File: config.mk
export PLATFORM = sky130hd
export DESIGN_NAME = imem_program_loader
export DESIGN_NICKNAME = d
export VERILOG_FILES = /design/src/rtl/imem_program_loader_pkg.sv /design/src/rtl/imem_program_loader_byte_word_packer.sv /design/src/rtl/imem_program_loader.sv
export SDC_FILE = /design/constraint.sdc
export NUM_CORES = 1
export LEC_CHECK = 0
export ABC_AREA = 1
export CAP_MARGIN = 20
export CORE_UTILIZATION = 49
export CTS_BUF_LIST = sky130_fd_sc_hd__clkbuf_4 sky130_fd_sc_hd__clkbuf_8
export DETAILED_ROUTE_END_ITERATION = 12
export PLACE_DENSITY = 0.89
export SYNTH_ARGS = -nofsm -noshare
export SYNTH_HDL_FRONTEND = slang
export SYNTH_SLANG_ARGS = --single-unit
File: constraint.sdc
create_clock -name clk -period 2.45 [get_ports clk]
set_clock_uncertainty 0.1 [all_clocks]
set_input_delay 0.3675 -clock clk [delete_from_list [all_inputs] [get_ports clk]]
set_output_delay 0.3675 -clock clk [all_outputs]
set_load 0.05 [all_outputs]
File: src/rtl/imem_program_loader_pkg.sv
// Shared types and constants for the instruction-memory program loader.
// Imported by the loader FSM and its byte packer.
package imem_program_loader_pkg;

   localparam int          IMEM_WORDS = 1024;
   localparam logic [31:0] NOP        = 32'h0000_0013;

   typedef enum logic [3:0] {
      S_IDLE,
      S_LEN_LO,
      S_LEN_HI,
      S_BYTE,
      S_WRITE,
      S_CSUM,
      S_VERIFY,
      S_DONE,
      S_ERROR
   } state_t;

   typedef enum logic [1:0] {
      ERR_NONE   = 2'd0,
      ERR_LEN    = 2'd1,
      ERR_CSUM   = 2'd2,
      ERR_VERIFY = 2'd3
   } err_t;

   function automatic logic [7:0] xor_bytes(input logic [31:0] w);
      return w[7:0] ^ w[15:8] ^ w[23:16] ^ w[31:24];
   endfunction

endpackage

File: src/rtl/imem_program_loader_byte_word_packer.sv
// Packs stream bytes into little-endian words and keeps a running XOR
// of every byte shifted in since the last clear.
module byte_word_packer
   import imem_program_loader_pkg::*;
(
   input  logic        clk,
   input  logic        reset,
   input  logic        i_clear,
   input  logic        i_shift,
   input  logic [7:0]  i_byte,
   output logic [31:0] o_word,
   output logic [7:0]  o_acc,
   output logic        o_word_ready
);

   logic [1:0]  r_lane;
   logic [31:0] r_word;
   logic [7:0]  r_acc;

   always_ff @(posedge clk) begin
      if (reset || i_clear) begin
         r_lane <= 2'd0;
         r_word <= 32'd0;
         r_acc  <= 8'd0;
      end else if (i_shift) begin
         r_word[8*r_lane +: 8] <= i_byte;
         r_acc  <= r_acc ^ i_byte;
         r_lane <= r_lane + 2'd1;
      end
   end

   // High on the transfer that completes a word; lane wraps to 0 with it.
   assign o_word_ready = i_shift && (r_lane == 2'd3);
   assign o_word       = r_word;
   assign o_acc        = r_acc;

endmodule

File: src/rtl/imem_program_loader.sv
// Loads a framed byte stream into instruction memory via its debug port,
// checks the frame checksum and verifies the image by readback.
module imem_program_loader
   import imem_program_loader_pkg::*;
#(
   parameter logic [31:0] BASE_ADDR = 32'h0000_0000,
   parameter int          MAX_WORDS = IMEM_WORDS
) (
   input  logic        clk,
   input  logic        reset,
   input  logic        i_start,
   input  logic [7:0]  i_rx_data,
   input  logic        i_rx_valid,
   output logic        o_rx_ready,
   output logic        o_dbg_en,
   output logic        o_dbg_write_en,
   output logic [31:0] o_dbg_addr,
   output logic [31:0] o_dbg_wdata,
   input  logic [31:0] i_dbg_rdata,
   output logic        o_cpu_hold,
   output logic        o_busy,
   output logic        o_done,
   output logic        o_error,
   output logic [1:0]  o_err_code,
   output logic [10:0] o_words_loaded
);

   if ((BASE_ADDR[1:0] != 2'b00) || (MAX_WORDS < 1) ||
       (longint'(BASE_ADDR) + 4 * longint'(MAX_WORDS - 1) >
        4 * longint'(IMEM_WORDS - 1))) begin : g_bad_cfg
      $error("imem_program_loader: image exceeds memory");
   end

   state_t      r_state;
   err_t        r_err;
   logic [15:0] r_len;
   logic [10:0] r_idx;
   logic [10:0] r_words;
   logic [7:0]  r_csum;
   logic [7:0]  r_racc;
   logic        r_busy;
   logic        r_done;
   logic        r_error;

   logic        w_xfer;
   logic        w_shift;
   logic        w_clear;
   logic [31:0] w_word;
   logic [7:0]  w_acc;
   logic        w_word_ready;
   logic [15:0] w_len;
   logic [10:0] w_idx_nx;
   logic [7:0]  w_rb;
   logic [31:0] w_addr;

   assign w_xfer   = i_rx_valid && o_rx_ready;
   assign w_shift  = (r_state == S_BYTE) && w_xfer;
   assign w_clear  = (r_state == S_IDLE) && i_start;
   assign w_len    = {i_rx_data, r_len[7:0]};
   assign w_idx_nx = r_idx + 11'd1;
   assign w_rb     = r_racc ^ xor_bytes(i_dbg_rdata);
   assign w_addr   = BASE_ADDR + {19'd0, r_idx, 2'b00};

   byte_word_packer u_packer (
      .clk          (clk),
      .reset        (reset),
      .i_clear      (w_clear),
      .i_shift      (w_shift),
      .i_byte       (i_rx_data),
      .o_word       (w_word),
      .o_acc        (w_acc),
      .o_word_ready (w_word_ready)
   );

   always_ff @(posedge clk) begin
      if (reset) begin
         r_state <= S_IDLE;
         r_err   <= ERR_NONE;
         r_len   <= 16'd0;
         r_idx   <= 11'd0;
         r_words <= 11'd0;
         r_csum  <= 8'd0;
         r_racc  <= 8'd0;
         r_busy  <= 1'b0;
         r_done  <= 1'b0;
         r_error <= 1'b0;
      end else begin
         r_done  <= 1'b0;
         r_error <= 1'b0;
         unique case (r_state)
            S_IDLE: begin
               if (i_start) begin
                  r_state <= S_LEN_LO;
                  r_busy  <= 1'b1;
                  r_err   <= ERR_NONE;
                  r_words <= 11'd0;
                  r_idx   <= 11'd0;
               end
            end
            S_LEN_LO: begin
               if (w_xfer) begin
                  r_len[7:0] <= i_rx_data;
                  r_state    <= S_LEN_HI;
               end
            end
            S_LEN_HI: begin
               if (w_xfer) begin
                  r_len[15:8] <= i_rx_data;
                  if (w_len == 16'd0 || w_len > 16'(MAX_WORDS)) begin
                     r_state <= S_ERROR;
                     r_err   <= ERR_LEN;
                     r_error <= 1'b1;
                  end else begin
                     r_state <= S_BYTE;
                  end
               end
            end
            S_BYTE: begin
               if (w_word_ready) r_state <= S_WRITE;
            end
            S_WRITE: begin
               r_idx   <= w_idx_nx;
               r_words <= r_words + 11'd1;
               if ({5'd0, w_idx_nx} < r_len) r_state <= S_BYTE;
               else                          r_state <= S_CSUM;
            end
            S_CSUM: begin
               if (w_xfer) begin
                  r_csum <= i_rx_data;
                  if (i_rx_data != w_acc) begin
                     r_state <= S_ERROR;
                     r_err   <= ERR_CSUM;
                     r_error <= 1'b1;
                  end else begin
                     r_state <= S_VERIFY;
                     r_idx   <= 11'd0;
                     r_racc  <= 8'd0;
                  end
               end
            end
            S_VERIFY: begin
               r_racc <= w_rb;
               r_idx  <= w_idx_nx;
               // Last word: the readback XOR must reproduce the frame checksum.
               if ({5'd0, r_idx} == r_len - 16'd1) begin
                  if (w_rb != r_csum) begin
                     r_state <= S_ERROR;
                     r_err   <= ERR_VERIFY;
                     r_error <= 1'b1;
                  end else begin
                     r_state <= S_DONE;
                     r_done  <= 1'b1;
                  end
               end
            end
            S_DONE, S_ERROR: begin
               r_state <= S_IDLE;
               r_busy  <= 1'b0;
            end
            default: begin
               r_state <= S_IDLE;
               r_busy  <= 1'b0;
            end
         endcase
      end
   end

   always_comb begin
      o_rx_ready     = 1'b0;
      o_dbg_en       = 1'b0;
      o_dbg_write_en = 1'b0;
      o_dbg_addr     = 32'd0;
      o_dbg_wdata    = 32'd0;
      unique case (r_state)
         S_LEN_LO, S_LEN_HI, S_BYTE, S_CSUM: o_rx_ready = 1'b1;
         S_WRITE: begin
            o_dbg_en       = 1'b1;
            o_dbg_write_en = 1'b1;
            o_dbg_addr     = w_addr;
            o_dbg_wdata    = w_word;
         end
         S_VERIFY: begin
            o_dbg_en   = 1'b1;
            o_dbg_addr = w_addr;
         end
         default: o_rx_ready = 1'b0;
      endcase
   end

   assign o_busy         = r_busy;
   assign o_cpu_hold     = r_busy;
   assign o_done         = r_done;
   assign o_error        = r_error;
   assign o_err_code     = r_err;
   assign o_words_loaded = r_words;

endmodule

Word-level counts from Yosys, hierarchy flattened
Cells that the tools add are included.
Operators by class
  add/subtract/negate cells: 5
  $lt $le $gt $ge: 2
  equality and inequality tests: 20
  shifts and indexed selects: 2
  muxes and demuxes: 43
  bitwise gates (word level): 8
  reduce and logical (&&, ||, !) cells: 25
Operator list (count)
  $xor A8 B8 Y8: 5
  $mux W4: 9
  $neg A5 Y34: 1
  $shift A8 B34 Y32 const A: 1
  $shiftx A8 B34 Y32: 1
  $mux W11: 3
  $pmux W11 S3: 1
  $bwmux W32: 1
  $mux W32: 1
  $pmux W4 S7: 1
  $add A11 B1 Y11 const B: 2
  $pmux W11 S2: 1
  $ne A2 B2 Y1 const B: 9
  $eq A11 B16 Y1: 1
  $gt A16 B11 Y1 const B: 1
  $logic_not A16 Y1: 1
  $lt A11 B16 Y1: 1
  $mux W8: 2
  $ne A8 B8 Y1: 2
  $pmux W8 S2: 1
  $sub A16 B1 Y16 const B: 1
  $mux W2: 7
  $mux W13: 1
  $eq A4 B3 Y1 const B: 3
  other kinds (26): 48
Storage, ports and cells
  flip-flop bits (word level): 105
  input port bits: 44
  logic and storage cells: 119

Depth between registers and ports, before layout
  depth in word-level cells: 8
  depth in mapped cells: 19
  depth with buffers taken out: 19

By module
From an unflattened synthesis, not the netlist that was laid out.
Second synthesis, totals
  cell total of the unflattened synthesis: 1084
  area, all modules: 6926.6 µm²
Modules (own cells, without submodules)
  imem_program_loader: times used 1, cells an instance 836, area each 5047.3 µm², seq. area each 1261.2 µm²
  byte_word_packer: times used 1, cells an instance 248, area each 1879.3 µm², seq. area each 840.8 µm²

Worst setup path before layout
OpenSTA, ideal clock, no wires.
  path type: reg-to-reg
  start: register r_idx[2]
  end: register r_state[2]
  arrival: 2.254 ns
  required time: 2.216 ns
  path slack: -0.038 ns
  cell stages (with the launch flop): 18
  period minus slack after synthesis: 2.488 ns
  path through: dfxtp_1 > inv_1 > nor4_1 > nand3_1 > nor2_1 > nand2_1 > nor2_1 > xor2_1 > inv_1 > ha_1 > a21oi_1 > o21ai_0 > nand3_1 > nand2_1 > a21oi_1 > nand3_1 > nand2_1 > a21oi_1
On the way
  word-level cells in the longest chain between the ends: 4
  elaborated cells on any way between the ends: 7
Ends and longest elaborated chain
  start, declared: line imem_program_loader.sv:37  | logic [10:0] r_idx;
  start signal, assigned: line imem_program_loader.sv:122  | r_idx <= w_idx_nx;
  start signal, assigned: line imem_program_loader.sv:143  | r_idx <= w_idx_nx;
  $add A11 B1 Y11: line imem_program_loader.sv:60  | assign w_idx_nx = r_idx + 11'd1;
  $lt A11 B16 Y1: line imem_program_loader.sv:124  | if ({5'd0, w_idx_nx} < r_len) r_state <= S_BYTE;
  $mux W3: line imem_program_loader.sv:124
  $pmux W4 S7: line imem_program_loader.sv:90  | unique case (r_state)
  end signal, assigned: line imem_program_loader.sv:93  | r_state <= S_LEN_LO;
  end signal, assigned: line imem_program_loader.sv:124
  end signal, assigned: line imem_program_loader.sv:125  | else r_state <= S_CSUM;
  end, declared: line imem_program_loader.sv:34  | state_t r_state;
Parallel ways exist; a longest one is shown, timed or not.
A chain may end at the register's enable or synchronous reset.

Worst setup path in the final report
  start: register r_idx[1]
  end: register r_state[2]
The elaborated chain is that of the path after synthesis.

==> results.cfg <==
[sta]
setup_viol = 2
hold_viol_final = 0
post-route-period-util = 1.134
worst_pin_slew_ps = 592.2
period_minus_slack_ps = 2779
layout_setup_ws_ps = -329.4
hold_ws_ps = 374.4
fmax_mhz = 359.8
max_slew_margin = 0.6048
slew_violations = 0
rsz0062_at_grt = true

[yosys]
postSynth.asyncResetShare = 0
avgSynthCellArea_sq_um = 6.389
ys_warn_count = 0
ys_seq_area_frac = 0.3170
syn_inst = 1038
ys_ff_latch = 105
synth_edf_count = 0
ys.flop_type = dfxtp_1
syn_area_sq_um = 6631
ys_types = 44

[outcome]
violations = setup timing
status = finished with violations

[grt]
grt_pass1_vias = 6545
antenna_found_initial = 0
grt_pass1_wl_um = 30300
grt_max_degree = 36
grt_overflow = 0
grtUsageTotal = 0.2641

[route]
viasPerCell = 5.329
vias = 7151
totalWireLength_um = 19710
detail-route-antenna-nets = 0
drt_iter0_drc = 554
first_pass_iters = 6
routedWlPerCell_um = 14.69
drc = 0

[cells_and_area]
design_area_sq_um = 8886
final_core_util = 0.6710
antenna_cells = 0
synthToLayoutAreaGrowth_pct = 34.00
drive_above_1_share = 0.1818
nets = 1225

[worst_setup_path]
r2r-start = r_idx[1]
startpoint = r_idx[1]
endpoint_kind = flip-flop
cp_data_required_time_ps = 2600
r2r_cells = 16
crit_family = compound AO/OA/AOI/OAI gates
cp_num_buf_inv = 3
critPathLaunchType = flip-flop
cp.arrival_ps = 2930
critPathKind = flip-flop to flip-flop
cp_slowest_cell = dfxtp_2
crit_fanout = 3
cpPeakStageDelay_ps = 390
path_cells = inv_1, buf_4, nor3_1, xor2_1, inv_1, ha_1, a21oi_1, o21ai_0, nand2_1, o211ai_1, nand2_2, nand2_2, a21oi_2, nand3_1, nand2_1, a21oi_2
path_depth = 16

[power_and_ir_drop]
finalPower_w = 0.004984
power.leakage_nw = 3.773
vdd_drop_max_mv = 0.3726
power_density_nw_per_um2 = 560.9

[placed_design]
dp_slack_ps = -205.6
io_buffers = 106
hpwl_um = 13710
place_congestion = 0.9616
placed_cell_area_sq_um = 8423

[clocking]
cts_hold_buf = 0
cts_tree = yes
cts_made_buffers = 9
cts-root-buf = clkbuf_8
max-clock-path-buffers = 2
htree_num_levels = 3
clkLatencyLatePin_ps = 380
path_clk_slew_ps = 110
cts_sinks = 105

[floorplanning]
core_area_sq_um = 13240
ios = 128
fp-row-count = 42
die_h_um = 118.3
dieArea_sq_um = 14000
die_w_um = 118.3
start_util = 0.5008

[hold_path]
min_path_cells = 2
hold_class = flip-flop to flip-flop
holdCritStartpoint = r_csum[0]

[flow_run]
maxCapViolations = 0
[cells in the final DEF, fill, tap and decap left out, types with 3 or more instances in the layout]
master / netlist / layout
a21oi_2: 1 / 4
nand4_1: 10 / 10
nor3b_1: 3 / 3
xnor2_1: 16 / 16
dfxtp_1: 105 / 99
a211oi_1: 14 / 14
nor2_1: 104 / 65
o21ai_0: 56 / 55
ha_1: 20 / 17
inv_2: 9 / 13
conb_1: 1 / 21
dfxtp_2: 0 / 6
nand2_2: 4 / 8
inv_6: 0 / 4
nand3_2: 4 / 8
nor2_4: 3 / 4
nand3_1: 61 / 56
clkdlybuf4s50_1: 0 / 60
buf_4: 22 / 45
nor3_1: 10 / 9
a21oi_1: 104 / 101
nor2_2: 9 / 47
ha_4: 0 / 3
xor2_1: 16 / 15
inv_1: 146 / 141
clkbuf_8: 0 / 11
nand2_1: 252 / 248
buf_12: 0 / 45
nand3b_1: 6 / 6
[synth_stat cells, types with 10 or more instances]
master    number  area [sq um]
a211oi_1      14         105.1
nor2_1       104         390.4
o21ai_0       56         280.3
nand4_1       10         62.56
nor3_1        10         50.05
ha_1          20         250.2
a21oi_1      104         520.5
nand2_1      252         945.9
buf_2         14         70.07
clkbuf_1      21         78.83
xor2_1        16         140.1
nand3_1       61         305.3
inv_1        146         548.0
xnor2_1       16         140.1
buf_4         22         165.2
dfxtp_1      105          2102
[per-layer routing]
layer,part of all wire,global-route usage,up-vias
met5,0,0,-
met4,0.040,0.1114,0
met3,0.079,0.05212,80
met2,0.47,0.4471,366
met1,0.41,0.3256,3199
li1,-,-,3506
[tightest hold or removal path, stage by stage (launching register included)]
cell and delay (ps):
dfxtp_1 320, inv_1 60, a21oi_1 50
[worst paths after layout]
| kind | endpoint | slack (ps) |
|---|---|---|
| hold reg to reg | r_csum[0] | 370 |
| hold / removal | r_csum[0] | 370 |
| setup reg to reg | r_state[2] | -330 |
| setup / recovery | r_state[2] | -330 |
[registers in the layout, indices dropped and copies added (netlist names), 4 cells and up]
register / cells
o_words_loaded: 11
r_csum: 8
r_idx: 11
r_len: 16
r_racc: 8
r_state: 4
u_packer.o_acc: 8
u_packer.o_word: 32
[stage by stage]
step                      TNS (ps)  std cells
after detailed placement    -587.9       1322
after floorplan                  0       1058
after CTS                   -132.8       1339
after global routing        -907.8       1342
final                       -631.1       1342
after global placement      -249.6       1322
[cell families (layout without fill, tap and decap cells)]
family          Yosys count  after routing  synth area share
xor+xnor                 33             33           0.04472
compound gates          190            190            0.1559
simple gates            475            475            0.3075
other cells               1             21         0.0005655
flops                   105            105            0.3170
fa+ha+maj                20             20           0.03774
buf+inv                 214            322            0.1366
[repair_timing]
item | 4_1_cts | 5_1_grt
pin swaps | 9 | 14
setup endpoints to repair | 34 | 53
buffers inserted | 1 | 3
hold endpoints to repair | 0 | 0
gates resized for setup | 12 | 65
[power by group]
group          internal (W)  switching, W
Combinational      0.000701       0.00135
Clock              0.000442      0.000650
Sequential          0.00177     0.0000706
[layout make-up]
type	count	area (sq um)
Clock inverter	5	43.79
Fill cell	1065	4357
Multi-Input combinational cell	739	3930
Tap cell	176	220.2
Sequential cell	105	2110
Inverter	156	591.8
Timing Repair Buffer	150	1839
Clock buffer	11	151.4
Power figures use the tool's default switching activity.
